## config.mk

```make
export PLATFORM = sky130hd
export DESIGN_NAME = axi4_lite_regfile_slave
export DESIGN_NICKNAME = d
export VERILOG_FILES = /design/src/rtl/axi4_lite_regfile_slave.sv
export SDC_FILE = /design/constraint.sdc
export NUM_CORES = 1
export LEC_CHECK = 0
export CORE_AREA = 8 8 457 459
export CTS_CLUSTER_SIZE = 10
export DETAILED_ROUTE_END_ITERATION = 6
export DIE_AREA = 0 0 465 467
export PLACE_DENSITY_LB_ADDON = 0.3
export SYNTH_ARGS = -nofsm -noshare
export SYNTH_HDL_FRONTEND = slang
export SYNTH_SLANG_ARGS = --single-unit
```

## constraint.sdc

```tcl
create_clock -name iCLK -period 5.6 [get_ports iCLK]
set_input_delay 0.84 -clock iCLK [delete_from_list [all_inputs] [get_ports iCLK]]
set_output_delay 0.84 -clock iCLK [all_outputs]
set_load 0.02 [all_outputs]
```

## src/rtl/axi4_lite_regfile_slave.sv

```systemverilog
// AXI4-Lite slave fronting a NUM_REGS-word register file with read-only slots,
// byte-strobe writes, DECERR/SLVERR decode and one-entry AW/W buffering.

module axi4_lite_regfile_word #(
    parameter int                    DATA_WIDTH  = 32,
    parameter logic [DATA_WIDTH-1:0] RESET_VALUE = '0
) (
    input  logic                    clk,
    input  logic                    rst,
    input  logic                    we,
    input  logic [DATA_WIDTH/8-1:0] strb,
    input  logic [DATA_WIDTH-1:0]   data,
    output logic [DATA_WIDTH-1:0]   q
);
    always_ff @(posedge clk) begin
        if (rst) begin
            q <= RESET_VALUE;
        end else if (we) begin
            for (int b = 0; b < DATA_WIDTH/8; b++) begin
                if (strb[b]) q[b*8 +: 8] <= data[b*8 +: 8];
            end
        end
    end
endmodule

module axi4_lite_regfile_slave #(
    parameter int                    ADDR_WIDTH  = 32,
    parameter int                    DATA_WIDTH  = 32,
    parameter int                    NUM_REGS    = 16,
    parameter logic [NUM_REGS-1:0]   RO_MASK     = '0,
    parameter logic [DATA_WIDTH-1:0] RESET_VALUE = '0
) (
    input  logic                           iCLK,
    input  logic                           iRST,
    input  logic                           s_AWVALID,
    input  logic [2:0]                     s_AWPROT,
    input  logic [ADDR_WIDTH-1:0]          s_AWADDR,
    output logic                           s_AWREADY,
    input  logic                           s_WVALID,
    input  logic [DATA_WIDTH-1:0]          s_WDATA,
    input  logic [DATA_WIDTH/8-1:0]        s_WSTRB,
    output logic                           s_WREADY,
    input  logic                           s_BREADY,
    output logic                           s_BVALID,
    output logic [1:0]                     s_BRESP,
    input  logic                           s_ARVALID,
    input  logic [2:0]                     s_ARPROT,
    input  logic [ADDR_WIDTH-1:0]          s_ARADDR,
    output logic                           s_ARREADY,
    input  logic                           s_RREADY,
    output logic                           s_RVALID,
    output logic [1:0]                     s_RRESP,
    output logic [DATA_WIDTH-1:0]          s_RDATA,
    input  logic [NUM_REGS*DATA_WIDTH-1:0] hw_in,
    output logic [NUM_REGS*DATA_WIDTH-1:0] reg_out,
    output logic [NUM_REGS-1:0]            wr_pulse
);
    localparam int SW   = DATA_WIDTH/8;
    localparam int OFF  = $clog2(SW);
    localparam int IW   = ADDR_WIDTH - OFF;
    localparam int SELW = (NUM_REGS > 1) ? $clog2(NUM_REGS) : 1;

    localparam logic [1:0] RESP_OKAY   = 2'b00;
    localparam logic [1:0] RESP_SLVERR = 2'b10;
    localparam logic [1:0] RESP_DECERR = 2'b11;

    typedef struct packed {
        logic [DATA_WIDTH-1:0] data;
        logic [SW-1:0]         strb;
    } wbeat_t;

    function automatic logic [1:0] dec_resp(input logic [IW-1:0] idx, input logic wr);
        if (idx >= IW'(NUM_REGS)) return RESP_DECERR;
        if (wr && RO_MASK[idx[SELW-1:0]]) return RESP_SLVERR;
        return RESP_OKAY;
    endfunction

    logic [NUM_REGS-1:0][DATA_WIDTH-1:0] reg_q;
    logic [NUM_REGS-1:0][DATA_WIDTH-1:0] hw_w;

    assign hw_w    = hw_in;
    assign reg_out = reg_q;

    // ---------------- write path ----------------
    logic                  aw_full, w_full;
    logic [ADDR_WIDTH-1:0] aw_q;
    wbeat_t                w_q;
    logic                  aw_hs, w_hs, commit, wr_ok;
    logic [ADDR_WIDTH-1:0] wa;
    wbeat_t                wb;
    logic [1:0]            wresp;
    logic [SELW-1:0]       wsel;

    assign s_AWREADY = !aw_full;
    assign s_WREADY  = !w_full;
    assign aw_hs     = s_AWVALID && !aw_full;
    assign w_hs      = s_WVALID && !w_full;

    // A beat handshaking this cycle is used directly, bypassing its buffer.
    assign wa     = aw_full ? aw_q : s_AWADDR;
    assign wb     = w_full ? w_q : '{data: s_WDATA, strb: s_WSTRB};
    assign commit = (aw_full || aw_hs) && (w_full || w_hs) && (!s_BVALID || s_BREADY);
    assign wresp  = dec_resp(wa[ADDR_WIDTH-1:OFF], 1'b1);
    assign wsel   = wa[OFF +: SELW];
    assign wr_ok  = commit && (wresp == RESP_OKAY);

    always_ff @(posedge iCLK) begin
        if (iRST) begin
            aw_full  <= 1'b0;
            w_full   <= 1'b0;
            aw_q     <= '0;
            w_q      <= '0;
            s_BVALID <= 1'b0;
            s_BRESP  <= RESP_OKAY;
            wr_pulse <= '0;
        end else begin
            wr_pulse <= '0;
            if (commit) begin
                aw_full  <= 1'b0;
                w_full   <= 1'b0;
                s_BVALID <= 1'b1;
                s_BRESP  <= wresp;
                if (wresp == RESP_OKAY) wr_pulse[wsel] <= 1'b1;
            end else begin
                if (aw_hs) begin
                    aw_full <= 1'b1;
                    aw_q    <= s_AWADDR;
                end
                if (w_hs) begin
                    w_full <= 1'b1;
                    w_q    <= '{data: s_WDATA, strb: s_WSTRB};
                end
                if (s_BREADY) s_BVALID <= 1'b0;
            end
        end
    end

    for (genvar i = 0; i < NUM_REGS; i++) begin : g_reg
        if (RO_MASK[i]) begin : g_ro
            assign reg_q[i] = '0;
        end else begin : g_rw
            axi4_lite_regfile_word #(
                .DATA_WIDTH (DATA_WIDTH),
                .RESET_VALUE(RESET_VALUE)
            ) u_word (
                .clk (iCLK),
                .rst (iRST),
                .we  (wr_ok && (wsel == SELW'(i))),
                .strb(wb.strb),
                .data(wb.data),
                .q   (reg_q[i])
            );
        end
    end

    // ---------------- read path ----------------
    logic                  ar_hs;
    logic [1:0]            rresp;
    logic [SELW-1:0]       rsel;
    logic [DATA_WIDTH-1:0] rdata_d;

    assign s_ARREADY = !s_RVALID || s_RREADY;
    assign ar_hs     = s_ARVALID && s_ARREADY;
    assign rresp     = dec_resp(s_ARADDR[ADDR_WIDTH-1:OFF], 1'b0);
    assign rsel      = s_ARADDR[OFF +: SELW];
    // reg_q reflects the pre-commit value, so a same-cycle write is not visible.
    assign rdata_d   = (rresp == RESP_DECERR) ? '0 :
                       (RO_MASK[rsel] ? hw_w[rsel] : reg_q[rsel]);

    always_ff @(posedge iCLK) begin
        if (iRST) begin
            s_RVALID <= 1'b0;
            s_RRESP  <= RESP_OKAY;
            s_RDATA  <= '0;
        end else if (ar_hs) begin
            s_RVALID <= 1'b1;
            s_RRESP  <= rresp;
            s_RDATA  <= rdata_d;
        end else if (s_RREADY) begin
            s_RVALID <= 1'b0;
        end
    end

    logic unused_bits;
    assign unused_bits = ^{s_AWPROT, s_ARPROT, wa[OFF-1:0], s_ARADDR[OFF-1:0]};
endmodule

```

# Word-level counts from Yosys, hierarchy flattened
# Memories as Yosys holds them, arrays and structs flattened.
# Cells that the tools add are included.
# word_totals
ff_bits	636
latch_bits	0
ramBits	0
rom_bits	32
output_inout_bits	569
n_memories	2
# op_classes
add_sub_neg	0
multipliers	0
n_div	0
n_lt_le_gt_ge	5
eq_ne	16
shift	0
n_mux	26
bitwise_logic	2
n_reduce_logical	103
# mem_list
memory	depth	word_bits	read_ports	rd_ports_with_merged_regs	write_ports	line	source
(name not given)	16	1	1	0	0	168	(RO_MASK[rsel] ? hw_w[rsel] : reg_q[rsel]);
(name not given)	16	1	1	0	0	74	if (wr && RO_MASK[idx[SELW-1:0]]) return RESP_SLVERR;
# op_table
operator	n
32-bit binary-select mux with 4-bit select	2
32-bit two-way mux	5
2-bit AND reduction	66
30-bit by 5-bit greater-or-equal comparator with 1-bit output, second input constant	2
36-bit two-way mux	1
4-bit == test, second input constant	8
1-bit logical AND	23
4-bit by 3-bit == test with 1-bit output, second input constant	4
2-bit two-way mux	6
1-bit two-way mux	11
4-bit by 5-bit less-than comparator with 1-bit output, second input constant	2
4-bit by 2-bit == test with 1-bit output, second input constant	2
1-bit demux with 4-bit select	1
4-bit by 1-bit == test with 1-bit output, second input constant	1
4-bit by 1-bit greater-or-equal comparator with 1-bit output, second input constant	1
1-bit zero test	4
4-bit zero test	1
1-bit logical OR	4
2-bit nonzero test	2
3-bit OR reduction	1
2-bit == test, second input constant	1
2-bit zero test	1
1-bit inverter	2
2-bit OR reduction	1

# Depth between registers and ports, before layout
# Gate-level depths: netlist of the first run.
# depth
ltp_word	11
depth_mapped	10
ltp_nobuf	5

# Cells and area by module
# Synthesis of the first run repeated with hierarchy kept, for this count alone.
# hier_totals
hier_cells	3574
area_unflattened_um2	33024.2
# by_module_without_submodules
mod	n_inst	cells_per_inst	area_each_um2	seq_area_each_um2
axi4_lite_regfile_word	16	146	1463.9	640.6
axi4_lite_regfile_slave	1	1238	9601.7	2402.3

# Worst setup path after synthesis of the first run
# OpenSTA, ideal clock, no wires.
# synth_path
kind	input to register
start	in s_ARADDR[2]
end	reg s_RDATA[10]
setup_ns	0.128
arrival_time_ns	2.514
t_required_ns	5.472
path_slack_ns	2.958
path_stages	7
n_path_buf	3
cell_sequence	clkbuf_1 -> buf_2 -> buf_1 -> mux4_2 -> mux4_2 -> inv_1 -> o21ai_0
# synth_between
elab_chain_len	5
# synth_lines
element	line	source
start: declaration	48	input logic [ADDR_WIDTH-1:0] s_ARADDR,
30-bit by 5-bit greater-or-equal comparator with 1-bit output	73	if (idx >= IW'(NUM_REGS)) return RESP_DECERR;
1-bit two-way mux	73	
2-bit two-way mux	74	
2-bit == test	167	assign rdata_d = (rresp == RESP_DECERR) ? '0 :
32-bit two-way mux *	167	
end signal: assignment	178	s_RDATA <= rdata_d;
end: declaration	53	output logic [DATA_WIDTH-1:0] s_RDATA,
# Mark *: on every way between the ends. The rest lies on a longest branch, timed or not. The select of a mux whose other input is x is not followed.
# A chain may end at the register's enable or synchronous reset.

# Worst setup path after layout of the first run
# layout_path
start	reg aw_q[10]
end	reg g_reg[5].g_rw.u_word.q[22]
# layout_between
elab_chain_len	8
# layout_lines
element	line	source
start: declaration	86	logic [ADDR_WIDTH-1:0] aw_q;
start signal: assignment	127	aw_q <= s_AWADDR;
32-bit two-way mux	100	assign wa = aw_full ? aw_q : s_AWADDR;
30-bit by 5-bit greater-or-equal comparator with 1-bit output	73	
1-bit two-way mux	73	
2-bit two-way mux	74	
2-bit zero test	105	assign wr_ok = commit && (wresp == RESP_OKAY);
1-bit logical AND	105	
1-bit logical AND	148	.we (wr_ok && (wsel == SELW'(i))),
2-bit AND reduction (no source line)	--	
end signal: indexed assignment	20	if (strb[b]) q[b*8 +: 8] <= data[b*8 +: 8];
end: declaration	13	output logic [DATA_WIDTH-1:0] q
# No other way between the ends.

==> summary.txt, run 1 <==
Timing
  – FMAX: 281 MHz
  – Final hold violation count: 0
  – Fin crit share: between 60% and 70%
  – RSZ-0062 raised after global routing: no
  – Final setup viols: 0
  – Final Max Slew Viols: 0
  – Worst Skew: slightly below 0.06 ns
  – Total negative setup slack: 0 ns
  – Max transition margin: between 20% and 30%
  – Hold_ws: around 0.45 ns
  – Worst-Margin Slew: about 1.1 ns
  – Final Critical Period: ~3.6 ns
  – Final WS setup: ~2 ns

Worst setup path
  – Crit path DAT: slightly above 4 ns
  – CP max FO: 33
  – Critical path origin: aw_q[10]
  – Element type at the critical path end: flop
  – Critical path type: flop to flop
  – Critical path required time: 6.18 ns
  – Worst r2r src: aw_q[10]
  – Critical path launch point type: flop

Yosys
  – Area leader, netlist: dfxtp_1
  – Yosys reg bits: between 600 and 700
  – Most frequent cell after synthesis: dfxtp_1
  – Ys flop type: dfxtp_1
  – Syn Nets: ~3200
  – Synthesis warning total: 0
  – FFs w/ async S/R, synth: 0%
  – Number of flops mapped to enable cells by yosys: 0
  – Most frequent cells after synthesis: 632 x dfxtp_1, 550 x mux2i_1, 517 x nand2b_1
  – Cells after synthesis: 2588
  – Register area share after synthesis: a little over two fifths
  – Top cells by area, synth: dfxtp_1 43%, mux2i_1 19%, mux4_2 12%
  – Cell Area, Synth: slightly below 0.03 mm²
  – Synth top area share: a little over two fifths
  – Mapped Avg Cell Area: 11.3 µm²
  – Synth unique cells: between 40 and 50

Routing
  – Vias: 22600
  – TritonRoute pass-1 iters: 5
  – Drt total wl: 157000 µm
  – Via density: ~3.8
  – DRC viols: 0
  – Routed Antenna Nets: 0
  – DRT iter0 DRCs: between 1000 and 1500
  – Routed wire per std cell: 26.6 µm

Floorplan
  – Die width: approximately 470 µm
  – Chip height: between 400 and 500 µm
  – Die area: 0.217 mm²
  – Core Region: 0.201 mm²
  – Initial Utilization: between 10% and 20%
  – I/O pins: 1194
  – Row cnt: 165

Global routing
  – All-Layer GR Usage: between 10% and 20%
  – Total grt overflow: 0
  – Initial antenna violation count: 46
  – First-pass GRT wire length: around 210000 µm
  – Number of global-route vias before repair: 22800
  – Pin count of the biggest net entering global routing: around 220

Placed design
  – Post-DP HPWL: 119000 µm
  – Worst slack at placement: around 1.4 ns
  – Routability-driven placement congestion ratio: just over 0.8
  – Port bufs: around 670

CTS
  – TritonCTS clock tree: yes
  – Hold_buf cts: 0
  – Number of buffers added for setup after CTS: 0
  – Root buffer cell: clkbuf_16
  – Clock transition at path regs: approximately 0.060 ns
  – Cts repair resizes: 0
  – H-tree levels: 3
  – Clk buf depth: 3
  – Skew-Pair Late Insertion Delay: just over 0.7 ns
  – Cts bufs inserted: 84
  – CTS sink cnt: 632

Min path
  – Hold Path Origin: s_RDATA[12]
  – Class of the worst hold path: flop to flop

Final layout
  – Area added between synthesis and finish: 42.2%
  – Fin nets: 3788
  – Layout cells sized above 1: a little over an eighth
  – Core Util, Final: between 20% and 30%

Power
  – Leakage: ~17 nW
  – Max VDD drop: about 0.00021 V
  – Total power: between 10 and 15 mW
  – Power per cell area: between 200 and 300 mW/mm²

Job
  – Max-capacitance violation count: 0

Status
  – Status: complete, no violations
worst max-delay path: stages, from the launching register on:
cell and delay [ns]:
dfxtp_1 0.31, nor4_1 0.72, a21oi_1 0.23, a211oi_4 0.67, buf_12 0.38, nand4_2 0.68, mux2i_1 0.36
power breakdown:
part / internal (mW) / switching [mW] / leakage [nW]
logic: 0.275 / 0.520 / 10.5
registers: 4.53 / 0.0249 / 5.10
clock network: 3.23 / 2.29 / 1.36
total: 8.04 / 2.84 / 16.9
metal layers:
layer | up-vias | global-route usage [%] | part of all wire [%]
met3 | 201 | 5.58 | 9.0
met5 | - | 0 | 0.19
met2 | 875 | 21.6 | 44
met4 | 44 | 3.81 | 2.8
met1 | 11200 | 17.9 | 44
li1 | 10200 | - | -
cells in the final DEF (no fill, tap or decap), types with 3 or more instances in the layout:
master	instances
clkbuf_16	84
clkinv_16	4
nor3_1	14
mux4_2	160
or2_2	33
clkbuf_1	24
nor2b_1	3
buf_12	8
nand4_4	29
clkdlybuf4s50_1	666
bufinv_16	3
inv_1	36
mux2i_1	548
buf_4	26
dfxtp_1	631
clkbuf_8	22
diode_2	11
a21oi_1	70
nand3_1	5
nor4_1	16
nand3_4	24
nor2_1	32
nand2_1	170
nand3_2	9
clkinv_4	3
nand4_2	3
nor2_2	3
o21ai_0	32
nand2b_1	517
final timing paths:
check / to / slack (ns) / cells past startpoint
worst max-delay path: g_reg[5].g_rw.u_word.q[22] / 2.04 / 6
worst min-delay path: s_RDATA[12] / 0.45 / 2
worst max register to register: g_reg[5].g_rw.u_word.q[22] / 2.04 / 6
worst min register to register: s_RDATA[12] / 0.45 / 2
cells by family after synthesis:
kind of cell | after synthesis | share of synthesized area [%]
compound gates | 120 | 2.26
buf+inv | 251 | 3.82
flops | 632 | 43.2
mux | 710 | 31.1
simple gates | 875 | 19.6
sequential cells by signal, summed over array words and instances (netlist names):
register	flops
w_q	36
s_RRESP	1
wr_pulse	16
s_RDATA	32
s_BVALID	1
aw_q	30
aw_full	1
w_full	1
s_BRESP	1
s_RVALID	1
g.g_rw.u_word.q	512
through the flow:
step | std cells | cell area (µm²)
2_1_floorplan | 2588 | 29300
3_3_place_gp | 5749 | 38800
3_5_place_dp | 5749 | 38800
4_1_cts | 5895 | 41600
5_1_grt | 5897 | 41600
6_report | 5906 | 41600
layout make-up:
cell class / count / area [µm²]
Tap cell: 2672 / 3340
Timing Repair Buffer: 704 / 7070
Clock inverter: 16 / 318
Inverter: 36 / 135
Clock buffer: 130 / 2490
Antenna cell: 11 / 27.5
Multi-Input combinational cell: 1705 / 15600
Sequential cell: 632 / 12700
Fill cell: 21800 / 160000
Note: power is estimated with default switching activity, not from simulation.
==> run 2, diff against run 1 <==
--- a/config.mk
+++ b/config.mk
@@ -5,10 +5,10 @@
 export SDC_FILE = /design/constraint.sdc
 export NUM_CORES = 1
 export LEC_CHECK = 0
-export CORE_AREA = 8 8 457 459
+export CORE_AREA = 8 8 462 464
 export CTS_CLUSTER_SIZE = 10
 export DETAILED_ROUTE_END_ITERATION = 6
-export DIE_AREA = 0 0 465 467
+export DIE_AREA = 0 0 470 472
 export PLACE_DENSITY_LB_ADDON = 0.3
 export SYNTH_ARGS = -nofsm -noshare
 export SYNTH_HDL_FRONTEND = slang
==> constraint.sdc (replaced) <==
create_clock -name iCLK -period 3.3 [get_ports iCLK]
set_input_delay 0.495 -clock iCLK [delete_from_list [all_inputs] [get_ports iCLK]]
set_output_delay 0.495 -clock iCLK [all_outputs]
set_load 0.02 [all_outputs]
==> run 2 against run 1 <==
Flip-flop and latch count stayed put. Count of clock-buffer cells in the layout is 14 lower. Worst hold slack worse by 0.18 ns. Clock power is 61% higher. Critical path depth is 3 higher. Setup slack worse by 1.7 ns. Combinational power is 75% higher. Sequential power is 70% higher. First-iteration DRC count is 5.5% higher. Critical path type unchanged. Largest cell class unchanged. Highest routed layer unchanged.
==> summary.txt, run 2 (same netlist as run 1, synthesis figures left out) <==
CTS
  – Clk buf depth: 3
  – Clock transition at path regs: ~0.060 ns
  – Skew-Pair Late Insertion Delay: around 0.7 ns
  – Cts bufs inserted: 81
  – Cts repair resizes: 0
  – Root buffer cell: clkbuf_16
  – Hold_buf cts: 0
  – H-tree levels: 3
  – CTS sink cnt: ~630
  – TritonCTS clock tree: yes
  – Number of buffers added for setup after CTS: 0

Worst setup path
  – Critical path cell sequence: buf_4 > nor3_2 > a22oi_1 > nor3_4 > buf_12 > buf_4 > nand4_4 > buf_4 > mux2i_1
  – Critical path launch point type: flop
  – Delay-heaviest family, CP: buffers and inverters
  – Critical path type: flop to flop
  – Slowest CP cell: dfxtp_1
  – Element type at the critical path end: flop
  – CP max FO: 13
  – CP Buf/Inv Count: 4
  – Critical path required time: just under 4 ns
  – Max incr delay on CP: approximately 0.7 ns
  – CP dominant cell by count: buf_4
  – Crit path DAT: 3.54 ns

Global routing
  – Total grt overflow: 0
  – All-Layer GR Usage: a little over an eighth
  – First-pass GRT wire length: around 210000 µm
  – Initial antenna violation count: 41
  – Number of global-route vias before repair: 23400
  – Pin count of the biggest net entering global routing: 83

Final layout
  – Leading cell type in the layout, fill and taps excluded: clkdlybuf4s50_1
  – Max reg flops: 512
  – Commonest cells after routing, fill and taps aside: 666 x clkdlybuf4s50_1, 631 x dfxtp_1, 550 x mux2i_1, 517 x nand2b_1, 170 x nand2_1
  – Core Util, Final: around a fifth
  – Multi-input combinational cell area: approximately 0.016 mm²
  – Register area: about 0.013 mm²
  – Filler Cells Inserted: 22300
  – Fin nets: between 3000 and 4000
  – Most flops, register: g.g_rw.u_word.q
  – Largest registers: g.g_rw.u_word.q (512), w_q (36), s_RDATA (32)
  – Area added between synthesis and finish: 44.3%
  – Layout cells sized above 1: 15.3%

Timing
  – Total negative setup slack: 0 ns
  – FMAX: about 340 MHz
  – Final hold violation count: 0
  – Final setup viols: 0
  – RSZ-0062 raised after global routing: no
  – Final Critical Period: 2.94 ns
  – Max transition margin: between 20 and 30%
  – Fin crit share: about nine tenths
  – Final Max Slew Viols: 0
  – Worst-Margin Slew: ~1.1 ns
  – Worst Skew: between 0.04 and 0.05 ns

Power
  – Max VDD drop: 0.000381 V
  – Leakage: 17.3 nW
  – Power per cell area: 426 mW/mm²

Routing
  – Met2 Wirelength: roughly 69000 µm
  – Met3 Wirelength: 13000 µm
  – Routed wire per std cell: 25.4 µm
  – Routed length on met1: 67300 µm
  – Routed Antenna Nets: 0
  – DRT iter0 DRCs: between 1000 and 1500
  – TritonRoute pass-1 iters: 5
  – Drt total wl: between 150000 and 200000 µm
  – Vias: around 23000
  – Highest metal used: met5
  – DRC viols: 0
  – Via density: about 3.8

Floorplan
  – Core Region: 0.206 mm²
  – I/O pins: about 1200
  – Chip height: 472 µm
  – Die width: around 470 µm
  – Row cnt: 167
  – Die area: 0.222 mm²
  – Initial Utilization: between 10% and 20%

Job
  – Max-capacitance violation count: 0

Placed design
  – Routability-driven placement congestion ratio: between 0.8 and 0.9
  – Post-DP HPWL: between 100000 and 150000 µm
  – Port bufs: 671

Status
  – Status: complete, no violations

Min path
  – Class of the worst hold path: primary input to flop
==> run 2: cell count changes in the layout (fill, tap and decap cells not counted), sizes merged <==
cell    before  now
buf         38  109
bufinv       3    2
clkbuf     130  116
clkinv       8   11
inv         40   36
==> run 2: worst paths after layout <==
| kind | startpoint | endpoint | slack, ns | depth (start not counted) |
|---|---|---|---|---|
| worst min register to register | s_RDATA[30] | s_RDATA[30] | 0.45 | 2 |
| worst max-delay path | aw_full | g_reg[15].g_rw.u_word.q[10] | 0.36 | 9 |
| worst max register to register | aw_full | g_reg[15].g_rw.u_word.q[10] | 0.36 | 9 |
| worst min-delay path | iRST | aw_q[4] | 0.27 | 2 |
==> run 2: final cells by class <==
cell class / instances / area share, %
flip-flops and latches: 632 / 30.0
clock buffers: 116 / 5.56
diodes: 11 / 0.0651
clock inverters: 14 / 0.622
well taps: 2704 / 8.01
multi-input cells: 1705 / 36.9
repair buffers: 775 / 18.6
inverters: 36 / 0.320
==> run 2: report_power, final <==
group          total (mW)  leakage (nW)  internal, mW  switching, mW
Sequential           7.74          5.10          7.69         0.0456
Clock                8.88          1.26          5.12           3.76
Combinational        1.39          10.9         0.529          0.857
==> run 2: stage by stage <==
stage,setup slack (ns),power (mW),hold WS [ns],instance area (µm²),instances
final,0.364,18.0,0.267,42300,5993
after global routing,0.222,18.7,0.240,42200,5984
after global placement,0.120,9.33,0.443,39600,5852
after floorplan,1.00,8.67,0.436,29300,2588
after CTS,0.327,18.3,0.189,42200,5982
after detailed placement,0.0779,9.33,0.442,39600,5852
==> run 2: per-layer routing <==
layer	GRT usage, %	vias up
met4	3.14	26
met1	16.7	11500
met3	4.96	187
li1	-	10300
met5	0	-
met2	21.2	876
